**config.mk**
```make
export PLATFORM = sky130hd
export DESIGN_NAME = vram_scheduler
export DESIGN_NICKNAME = d
export VERILOG_FILES = /design/src/rtl/vram_scheduler_pkg.sv /design/src/rtl/vram_upw_buffer.sv /design/src/rtl/vram_scheduler.sv
export SDC_FILE = /design/constraint.sdc
export NUM_CORES = 1
export LEC_CHECK = 0
export CORE_UTILIZATION = 30
export CTS_BUF_LIST = sky130_fd_sc_hd__clkbuf_4 sky130_fd_sc_hd__clkbuf_8 sky130_fd_sc_hd__clkbuf_16
export CTS_CLUSTER_DIAMETER = 40
export DETAILED_ROUTE_END_ITERATION = 16
export PLACE_DENSITY_LB_ADDON = 0.2
export SYNTH_ARGS = -nofsm -noshare
export SYNTH_HDL_FRONTEND = slang
export SYNTH_SLANG_ARGS = --single-unit
```
**constraint.sdc**
```tcl
create_clock -name i_clk28 -period 2.9 [get_ports i_clk28]
set_input_delay 0.725 -clock i_clk28 [delete_from_list [all_inputs] [get_ports i_clk28]]
set_output_delay 0.725 -clock i_clk28 [all_outputs]
set_load 0.01 [all_outputs]
```
**src/rtl/vram_scheduler_pkg.sv**
```systemverilog
// Slot constants, palette-write FSM states and window helpers shared by the
// VRAM scheduler and its palette-write buffer.
package vram_scheduler_pkg;

    localparam int CELL_LEN  = 32;
    localparam int FETCH_LEN = 4;
    localparam int BMP_SLOT  = 0;
    localparam int ATR_SLOT  = 4;
    localparam int UP_SLOT   = 8;
    localparam int UPW_LEN   = 2;
    localparam int CNT_W     = 5;

    typedef enum logic [1:0] {
        UPW_IDLE,
        UPW_PEND,
        UPW_WRITE
    } upw_state_t;

    function automatic logic in_window(input logic [CNT_W-1:0] cnt, input int start);
        return (int'(cnt) >= start) && (int'(cnt) < start + FETCH_LEN);
    endfunction

    function automatic logic is_last(input logic [CNT_W-1:0] cnt, input int start);
        return int'(cnt) == start + FETCH_LEN - 1;
    endfunction

endpackage

```
**src/rtl/vram_upw_buffer.sv**
```systemverilog
// Single-entry ULA+ palette write buffer: holds one write until a free SRAM
// slot appears, yields to any fetch window and retries the write in full.
module vram_upw_buffer
    import vram_scheduler_pkg::*;
(
    input  logic       i_clk28,
    input  logic       i_rst,
    input  logic       i_slot_free,
    input  logic       i_win_open,
    input  logic       i_req,
    input  logic [5:0] i_addr,
    output logic       o_write_req,
    output logic [5:0] o_write_addr,
    output logic       o_busy,
    output logic       o_overflow,
    output upw_state_t o_state
);

    localparam int WCW = (UPW_LEN > 1) ? $clog2(UPW_LEN) : 1;

    upw_state_t     r_state;
    logic [WCW-1:0] r_wcnt;
    logic           r_write_req;
    logic [5:0]     r_addr;
    logic           r_busy;
    logic           r_overflow;

    // i_req is a one-cycle pulse with no back-pressure: it is taken only in
    // IDLE; in any other state it is dropped and recorded in r_overflow.
    always_ff @(posedge i_clk28) begin
        if (i_rst) begin
            r_state     <= UPW_IDLE;
            r_wcnt      <= '0;
            r_write_req <= 1'b0;
            r_addr      <= '0;
            r_busy      <= 1'b0;
            r_overflow  <= 1'b0;
        end else begin
            if (i_req && (r_state != UPW_IDLE)) begin
                r_overflow <= 1'b1;
            end
            case (r_state)
                UPW_IDLE: begin
                    if (i_req) begin
                        r_addr  <= i_addr;
                        r_busy  <= 1'b1;
                        r_state <= UPW_PEND;
                    end
                end
                UPW_PEND: begin
                    if (i_slot_free) begin
                        r_wcnt      <= '0;
                        r_write_req <= 1'b1;
                        r_state     <= UPW_WRITE;
                    end
                end
                UPW_WRITE: begin
                    if (r_wcnt == WCW'(UPW_LEN - 1)) begin
                        r_write_req <= 1'b0;
                        r_busy      <= 1'b0;
                        r_state     <= UPW_IDLE;
                    end else if (i_win_open) begin
                        r_write_req <= 1'b0;
                        r_state     <= UPW_PEND;
                    end else begin
                        r_wcnt <= r_wcnt + WCW'(1);
                    end
                end
                default: begin
                    r_write_req <= 1'b0;
                    r_busy      <= 1'b0;
                    r_state     <= UPW_IDLE;
                end
            endcase
        end
    end

    assign o_write_req  = r_write_req;
    assign o_write_addr = r_addr;
    assign o_busy       = r_busy;
    assign o_overflow   = r_overflow;
    assign o_state      = r_state;

endmodule

```
**src/rtl/vram_scheduler.sv**
```systemverilog
// Per-clk28 SRAM time-slot scheduler: bitmap/attribute/palette fetch windows,
// video latch strobes, snow qualifier and the buffered palette write port.
module vram_scheduler
    import vram_scheduler_pkg::*;
(
    input  logic       i_clk28,
    input  logic       i_rst,
    input  logic       i_cell_sync,
    input  logic       i_scr_active,
    input  logic       i_up_active,
    input  logic       i_snow_en,
    input  logic       i_mreq,
    input  logic       i_rfsh,
    input  logic [1:0] i_a_hi,
    input  logic       i_upw_req,
    input  logic [5:0] i_upw_addr,
    output logic       o_screen_fetch,
    output logic       o_screen_fetch_up,
    output logic       o_fetch_attr,
    output logic       o_snow,
    output logic       o_latch_bmp,
    output logic       o_latch_atr,
    output logic       o_latch_up,
    output logic       o_up_write_req,
    output logic [5:0] o_up_write_addr,
    output logic       o_upw_busy,
    output logic       o_upw_overflow,
    output upw_state_t o_upw_state
);

    logic [CNT_W-1:0] r_cnt;
    logic             r_scr;
    logic             r_up;
    logic             r_screen_fetch;
    logic             r_fetch_up;
    logic             r_fetch_attr;
    logic             r_latch_bmp;
    logic             r_latch_atr;
    logic             r_latch_up;

    logic [CNT_W-1:0] w_cnt_nxt;
    logic             w_scr_eff;
    logic             w_up_eff;
    logic             w_bmp_nxt;
    logic             w_atr_nxt;
    logic             w_up_nxt;
    logic             w_fetch_nxt;
    logic             w_slot_free;

    assign w_cnt_nxt = (i_cell_sync || (r_cnt == CNT_W'(CELL_LEN - 1))) ? '0 : r_cnt + CNT_W'(1);

    // Window flags are evaluated on the next counter value so the registered
    // outputs line up with the cycle the counter enters each window.
    assign w_scr_eff   = (w_cnt_nxt == '0) ? i_scr_active : r_scr;
    assign w_up_eff    = (w_cnt_nxt == '0) ? i_up_active  : r_up;
    assign w_bmp_nxt   = w_scr_eff && in_window(w_cnt_nxt, BMP_SLOT);
    assign w_atr_nxt   = w_scr_eff && in_window(w_cnt_nxt, ATR_SLOT);
    assign w_up_nxt    = w_up_eff  && in_window(w_cnt_nxt, UP_SLOT);
    assign w_fetch_nxt = w_bmp_nxt || w_atr_nxt || w_up_nxt;
    assign w_slot_free = !w_fetch_nxt && !i_mreq;

    always_ff @(posedge i_clk28) begin
        if (i_rst) begin
            r_cnt          <= '0;
            r_scr          <= 1'b0;
            r_up           <= 1'b0;
            r_screen_fetch <= 1'b0;
            r_fetch_up     <= 1'b0;
            r_fetch_attr   <= 1'b0;
            r_latch_bmp    <= 1'b0;
            r_latch_atr    <= 1'b0;
            r_latch_up     <= 1'b0;
        end else begin
            r_cnt          <= w_cnt_nxt;
            r_scr          <= w_scr_eff;
            r_up           <= w_up_eff;
            r_screen_fetch <= w_fetch_nxt;
            r_fetch_up     <= w_up_nxt;
            r_fetch_attr   <= w_atr_nxt;
            r_latch_bmp    <= w_scr_eff && is_last(w_cnt_nxt, BMP_SLOT);
            r_latch_atr    <= w_scr_eff && is_last(w_cnt_nxt, ATR_SLOT);
            r_latch_up     <= w_up_eff  && is_last(w_cnt_nxt, UP_SLOT);
        end
    end

    vram_upw_buffer u_upw (
        .i_clk28      (i_clk28),
        .i_rst        (i_rst),
        .i_slot_free  (w_slot_free),
        .i_win_open   (w_fetch_nxt),
        .i_req        (i_upw_req),
        .i_addr       (i_upw_addr),
        .o_write_req  (o_up_write_req),
        .o_write_addr (o_up_write_addr),
        .o_busy       (o_upw_busy),
        .o_overflow   (o_upw_overflow),
        .o_state      (o_upw_state)
    );

    assign o_screen_fetch    = r_screen_fetch;
    assign o_screen_fetch_up = r_fetch_up;
    assign o_fetch_attr      = r_fetch_attr;
    assign o_latch_bmp       = r_latch_bmp;
    assign o_latch_atr       = r_latch_atr;
    assign o_latch_up        = r_latch_up;
    assign o_snow = i_snow_en && r_screen_fetch && !r_fetch_up && i_mreq && i_rfsh
                    && (i_a_hi == 2'b01);

endmodule

```
After elaboration in Yosys (flattened, before gate mapping). Cells that the tools add are included.

Bits in registers: 25. Bits in latches: 0. Memory bits (writable): 0. ROM bits: 0. Input port bits: 17. Logic and storage cells: 84. Memories: 0.

$add $sub $neg: 2. Multipliers: 0. Div/mod/pow operators: 0. Magnitude comparators: 5. Equal/unequal tests: 11. Shift operators: 0. Multiplexer cells: 19. Bitwise gates (word level): 2. Reduce and logical (&&, ||, !) cells: 30.

Operator list (number): $logic_and 1x1->1 (15); $eq 5x5->1 const B (2); $lt 5x4->1 const B (2); $mux 1 (10); $reduce_and 3->1 (3); $mux 2 (4); $pmux 1 s3 (2); $pmux 2 s3 (1); $add 5x1->5 const B (1); $eq 5x3->1 const B (1); $eq 5x4->1 const B (1); $ge 5x3->1 const B (1); $ge 5x4->1 const B (1); $logic_not 5->1 (1); $lt 5x3->1 const B (1); $mux 5 (1); $eq 2x1->1 const B (2); $ne 2x1->1 const B (2); $reduce_and 2->1 (2); $reduce_bool 2->1 (2); $logic_not 1->1 (3); $logic_or 1x1->1 (3); $ne 3x2->1 const B (1); $eq 2x2->1 const B (1); other kinds (5) (6).

Longest topological paths before layout.
Depth in word-level cells: 12. Mapped depth: 9. Mapped depth without buffers: 8.

Hierarchy. A second synthesis with hierarchy kept.

Cell total of the unflattened synthesis: 117. Area, all modules: 1128.6 µm².

By module, submodules not included: vram_scheduler (times used 1, cells an instance 63, area an instance 628.1 µm², seq. area each 260.2 µm²); vram_upw_buffer (times used 1, cells an instance 54, area an instance 500.5 µm², seq. area each 240.2 µm²).

Worst setup path after synthesis. OpenSTA, ideal clock, no wires.

Path type: reg2reg. From: reg r_cnt[0]. To: reg u_upw.r_wcnt. Data arrival time: 2125 ps. Setup slack: 671 ps. Cell stages (with the launch flop): 10. Path buffers: 1. Path through: dfxtp_1 ha_1 and3_2 ha_1 or2_0 buf_2 a311oi_2 o211ai_2 and2_4 a2111oi_2.

Cells in the longest elaborated chain, start to end: 12.

Ends and longest elaborated chain: start: declaration (RTL line vram_scheduler.sv:31) `logic [CNT_W-1:0] r_cnt;`; start signal: assignment (RTL line vram_scheduler.sv:74) `r_cnt <= w_cnt_nxt;`; parallel branches: the longest is 2 deep, another holds $add 5x1->5; $mux 5 (*) (RTL line vram_scheduler.sv:50) `assign w_cnt_nxt = (i_cell_sync || (r_cnt == CNT_W'(CELL_LEN - 1))) ? '0 : r_cnt + CNT_W'(1);`; $ge 5x3->1 (tied with other cells) (RTL line vram_scheduler_pkg.sv:20) `return (int'(cnt) >= start) && (int'(cnt) < start + FETCH_LEN);`; $logic_and 1x1->1 or $mux 1 (tied branches) (RTL line vram_scheduler_pkg.sv:20, vram_scheduler.sv:54); $logic_and 1x1->1 (on tied branches) (RTL line vram_scheduler.sv:57, vram_scheduler.sv:56); $logic_or 1x1->1 (RTL line vram_scheduler.sv:59) `assign w_fetch_nxt = w_bmp_nxt || w_atr_nxt || w_up_nxt;`; $logic_or 1x1->1 (*) (RTL line vram_scheduler.sv:59); $logic_not 1->1 (RTL line vram_scheduler.sv:60) `assign w_slot_free = !w_fetch_nxt && !i_mreq;`; $logic_and 1x1->1 (RTL line vram_scheduler.sv:60); $ne 2x1->1 (no source line); $reduce_and 2->1 (no source line); end signal: assignment (RTL line vram_upw_buffer.sv:66) `r_wcnt <= r_wcnt + WCW'(1);`; end: declaration (RTL line vram_upw_buffer.sv:22) `logic [WCW-1:0] r_wcnt;`.

Every way passes the cells marked *. A chain may end at the register's enable or synchronous reset.

Worst setup path after layout.
From: in i_a_hi[0]. To: out o_snow.

Cells in the longest elaborated chain, start to end: 2.

Ends and longest elaborated chain: start: declaration (RTL line vram_scheduler.sv:14) `input logic [1:0] i_a_hi,`; $eq 2x1->1 (RTL line vram_scheduler.sv:107) `&& (i_a_hi == 2'b01);`; $logic_and 1x1->1 (RTL line vram_scheduler.sv:107); end: declaration (RTL line vram_scheduler.sv:20) `output logic o_snow,`.

No other way between the ends.

==> impl_metrics.env <==
export IMPL_outcome="completed"
export IMPL_hp_class="flip-flop to flip-flop"
export IMPL_die_h_um=61.5
export IMPL_irDropWorstVdd_uv=214
export IMPL_post_place_ws_ns=0.0138
export IMPL_fin_worst_skew_ns=0.00753
export IMPL_grt_pass1_wl_mm=3.31
export IMPL_synth_top_area_share_pct=47.1
export IMPL_placedCellCount=197
export IMPL_yosysTopAreaCell="dfxtp_1"
export IMPL_rows=21
export IMPL_grt_pass1_vias=755
export IMPL_slew_violations=0
export IMPL_fmax_mhz=400
export IMPL_timing_max_cap_violations=0
export IMPL_ios=35
export IMPL_critPathKind="primary input to output port"
export IMPL_cp_slowest_stage_delay_ns=0.45
export IMPL_tightest_slew_ns=0.516
export IMPL_io_buffers=34
export IMPL_clk_pin_slew_worst_paths_ns=0.12
export IMPL_critical_path_max_fanout=1
export IMPL_path_delay_family="buffers and inverters"
export IMPL_cpMaxStageDelayCell="clkdlybuf4s50_1"
export IMPL_rrSetupSlack_ns=0.43
export IMPL_wl_per_cell_um=11.0
export IMPL_synthMuxAreaShare_pct=3.30
export IMPL_avgSynthCellArea_um2=8.85
export IMPL_synth_simple_gate_area_share_pct=26.4
export IMPL_synth_xor_area_share_pct=1.65
export IMPL_drive_gt1_share_pct=9.03
export IMPL_synth_adder_area_share_pct=2.36
export IMPL_drt_vias_per_instance=4.62
export IMPL_synth_top_family_by_area="simple AND/OR/NAND/NOR gates"
export IMPL_drtAntennaViolNets=0
export IMPL_largest_reg_flops=6
export IMPL_ys_types=35
export IMPL_antennaDiodeCount=0
export IMPL_syn_nets=139
export IMPL_synthTopCellsByArea="dfxtp_1, nand2_1, a21oi_1"
export IMPL_cts_made_buffers=3
export IMPL_rsz0062_at_grt="false"
export IMPL_grt_overflow_total=0
export IMPL_leakagePower_nw=0.572
export IMPL_powerDensity_nw_per_um2=442
export IMPL_hold_viol=0
export IMPL_synth_seq_cells=25
export IMPL_core_area_um2=3360
export IMPL_cts_tree="done"
export IMPL_num_nets_final=175
export IMPL_place_congestion=0.846
export IMPL_final_core_util_pct=44.1
export IMPL_required_ns=2.17
export IMPL_cts_root_buffer="clkbuf_4"
export IMPL_grt_usage_pct=12.1
export IMPL_die_x_um=61.5
export IMPL_start_kind="primary input"
export IMPL_clock_path_buffers=2
export IMPL_layout_setup_ws_ns=0.399
export IMPL_syn_inst=120
export IMPL_initial_core_util_pct=31.6
export IMPL_synth_area_um2=1060
export IMPL_worstPathCellList="clkdlybuf4s50_1 > nor4bb_1 > and4_1 > dlymetal6s2s_1"
export IMPL_ys_seq_area_share_pct=47.1
export IMPL_finalSetupViolations=0
export IMPL_finalNonFillerCells=201
export IMPL_insertion_delay_ns=0.31
export IMPL_area_delta_synth_final_pct=39.7
export IMPL_num_vias=928
export IMPL_route_detailed_drc=0
export IMPL_grt_max_degree=21
export IMPL_antenna_found_initial=0
export IMPL_yosys_warnings=0
export IMPL_place_detailed_hpwl_mm=1.68
export IMPL_synth_compound_area_share_pct=16.6
export IMPL_dieArea_um2=3780
export IMPL_timing_final_crit_period_ns=2.50
export IMPL_cts_hold_buf=0
export IMPL_drt_initial_drc_count=9
export IMPL_power_total_uw=655
export IMPL_finalSetupTns_ns=0
export IMPL_cts_sinks=25
export IMPL_worstPathArrival_ns=1.78
export IMPL_wl_mm=2.21
export IMPL_end_kind="output port"
export IMPL_cp_num_buf_inv=2
export IMPL_period_share_pct=86.3
export IMPL_relSlewSlack_pct=65.4
export IMPL_first_pass_iters=4
export IMPL_htreeDepth=1
-- stage by stage --
step                instance area (um^2)  hold slack, ns
global route                        1480           0.480
finish                              1480           0.459
detailed placement                  1450           0.444
global placement                    1450           0.436
floorplan                           1060           0.454
CTS                                 1480           0.464
-- cell families after synthesis --
family | count (synthesis)
AOI/OAI and AO/OA | 25
xor gates and xnor gates | 2
adders and majority gates | 2
buffers and inverters | 7
DFF | 25
muxes | 3
and+or+nand+nor | 56
-- layer usage --
metal | global-route usage [%] | vias up | part of all wire [%]
met1 | 15.7 | 422 | 50
met3 | 2.52 | 2 | 3.6
met2 | 19.0 | 17 | 46
met4 | 5.71 | 0 | 0.90
met5 | 0 | - | 0
li1 | - | 487 | -
-- report_power, final --
part | internal, mW | total (mW) | leakage, nW | switching (mW)
Sequential | 0.361 | 0.374 | 0.204 | 0.0131
Combinational | 0.0670 | 0.121 | 0.349 | 0.0540
Clock | 0.0630 | 0.160 | 0.0184 | 0.0973
-- timing repair --
action	CTS	global route
buffers inserted	0	0
endpoints found under the setup margin	0	1
gates resized for setup	0	1
hold endpoints to repair	0	0
-- cells in the mapped netlist, drive strengths merged --
| master | instances |
|---|---|
| dfxtp | 25 |
| nand2 | 19 |
| a21oi | 13 |
| nor2 | 13 |
| nor3 | 6 |
| and2 | 4 |
| clkbuf | 3 |
| inv | 3 |
| o211ai | 3 |
| o21ai | 3 |
| a31oi | 2 |
| and3 | 2 |
| ha | 2 |
| mux2i | 2 |
| nand2b | 2 |
| nor3b | 2 |
| or2 | 2 |
| a2111oi | 1 |
| a311oi | 1 |
| and4 | 1 |
| buf | 1 |
| mux2 | 1 |
| nand3 | 1 |
| nor2b | 1 |
| nor4 | 1 |
| nor4bb | 1 |
| o311a | 1 |
| o41ai | 1 |
| or2b | 1 |
| xnor2 | 1 |
| xor2 | 1 |
-- worst min-delay path, stage by stage, from the launching register on --
cell and delay (ns):
dfxtp_1 0.33, inv_1 0.05, a21oi_1 0.05
-- placed cells by master, fill, tap and decap left out, drive strengths merged --
| cell type | synthesis | final |
|---|---|---|
| dfxtp | 25 | 25 |
| buf | 1 | 1 |
| mux2i | 2 | 2 |
| nand3 | 1 | 1 |
| or2b | 1 | 1 |
| dlymetal6s2s | 0 | 1 |
| nor2 | 13 | 13 |
| and2 | 4 | 4 |
| nand2 | 19 | 19 |
| xor2 | 1 | 1 |
| o21ai | 3 | 3 |
| nor3b | 2 | 2 |
| and3 | 2 | 2 |
| nor3 | 6 | 6 |
| ha | 2 | 2 |
| nand2b | 2 | 2 |
| clkdlybuf4s50 | 0 | 33 |
| and4 | 1 | 1 |
| a311oi | 1 | 1 |
| a21oi | 13 | 13 |
| or2 | 2 | 2 |
| nor4bb | 1 | 1 |
| mux2 | 1 | 1 |
| inv | 3 | 3 |
| clkbuf | 3 | 4 |
| a2111oi | 1 | 1 |
| o41ai | 1 | 1 |
| nor2b | 1 | 1 |
| nor4 | 1 | 1 |
| a31oi | 2 | 2 |
| o211ai | 3 | 3 |
| xnor2 | 1 | 1 |
| o311a | 1 | 1 |
-- path summary, 6_finish.rpt --
kind / startpoint / endpoint / depth (start not counted)
max: i_a_hi[0] / o_snow / 4
min: u_upw.o_overflow / u_upw.o_overflow / 2
max reg2reg: r_cnt[0] / u_upw.r_wcnt / 7
min reg2reg: u_upw.o_overflow / u_upw.o_overflow / 2
-- cell type report --
type	instances	area (um^2)
Fill cell	373	1880
Clock buffer	4	30.0
Tap cell	46	57.6
Sequential cell	25	500
Timing Repair Buffer	35	350
Multi-Input combinational cell	88	534
Inverter	3	11.3
Power figures use the tool's default switching activity.
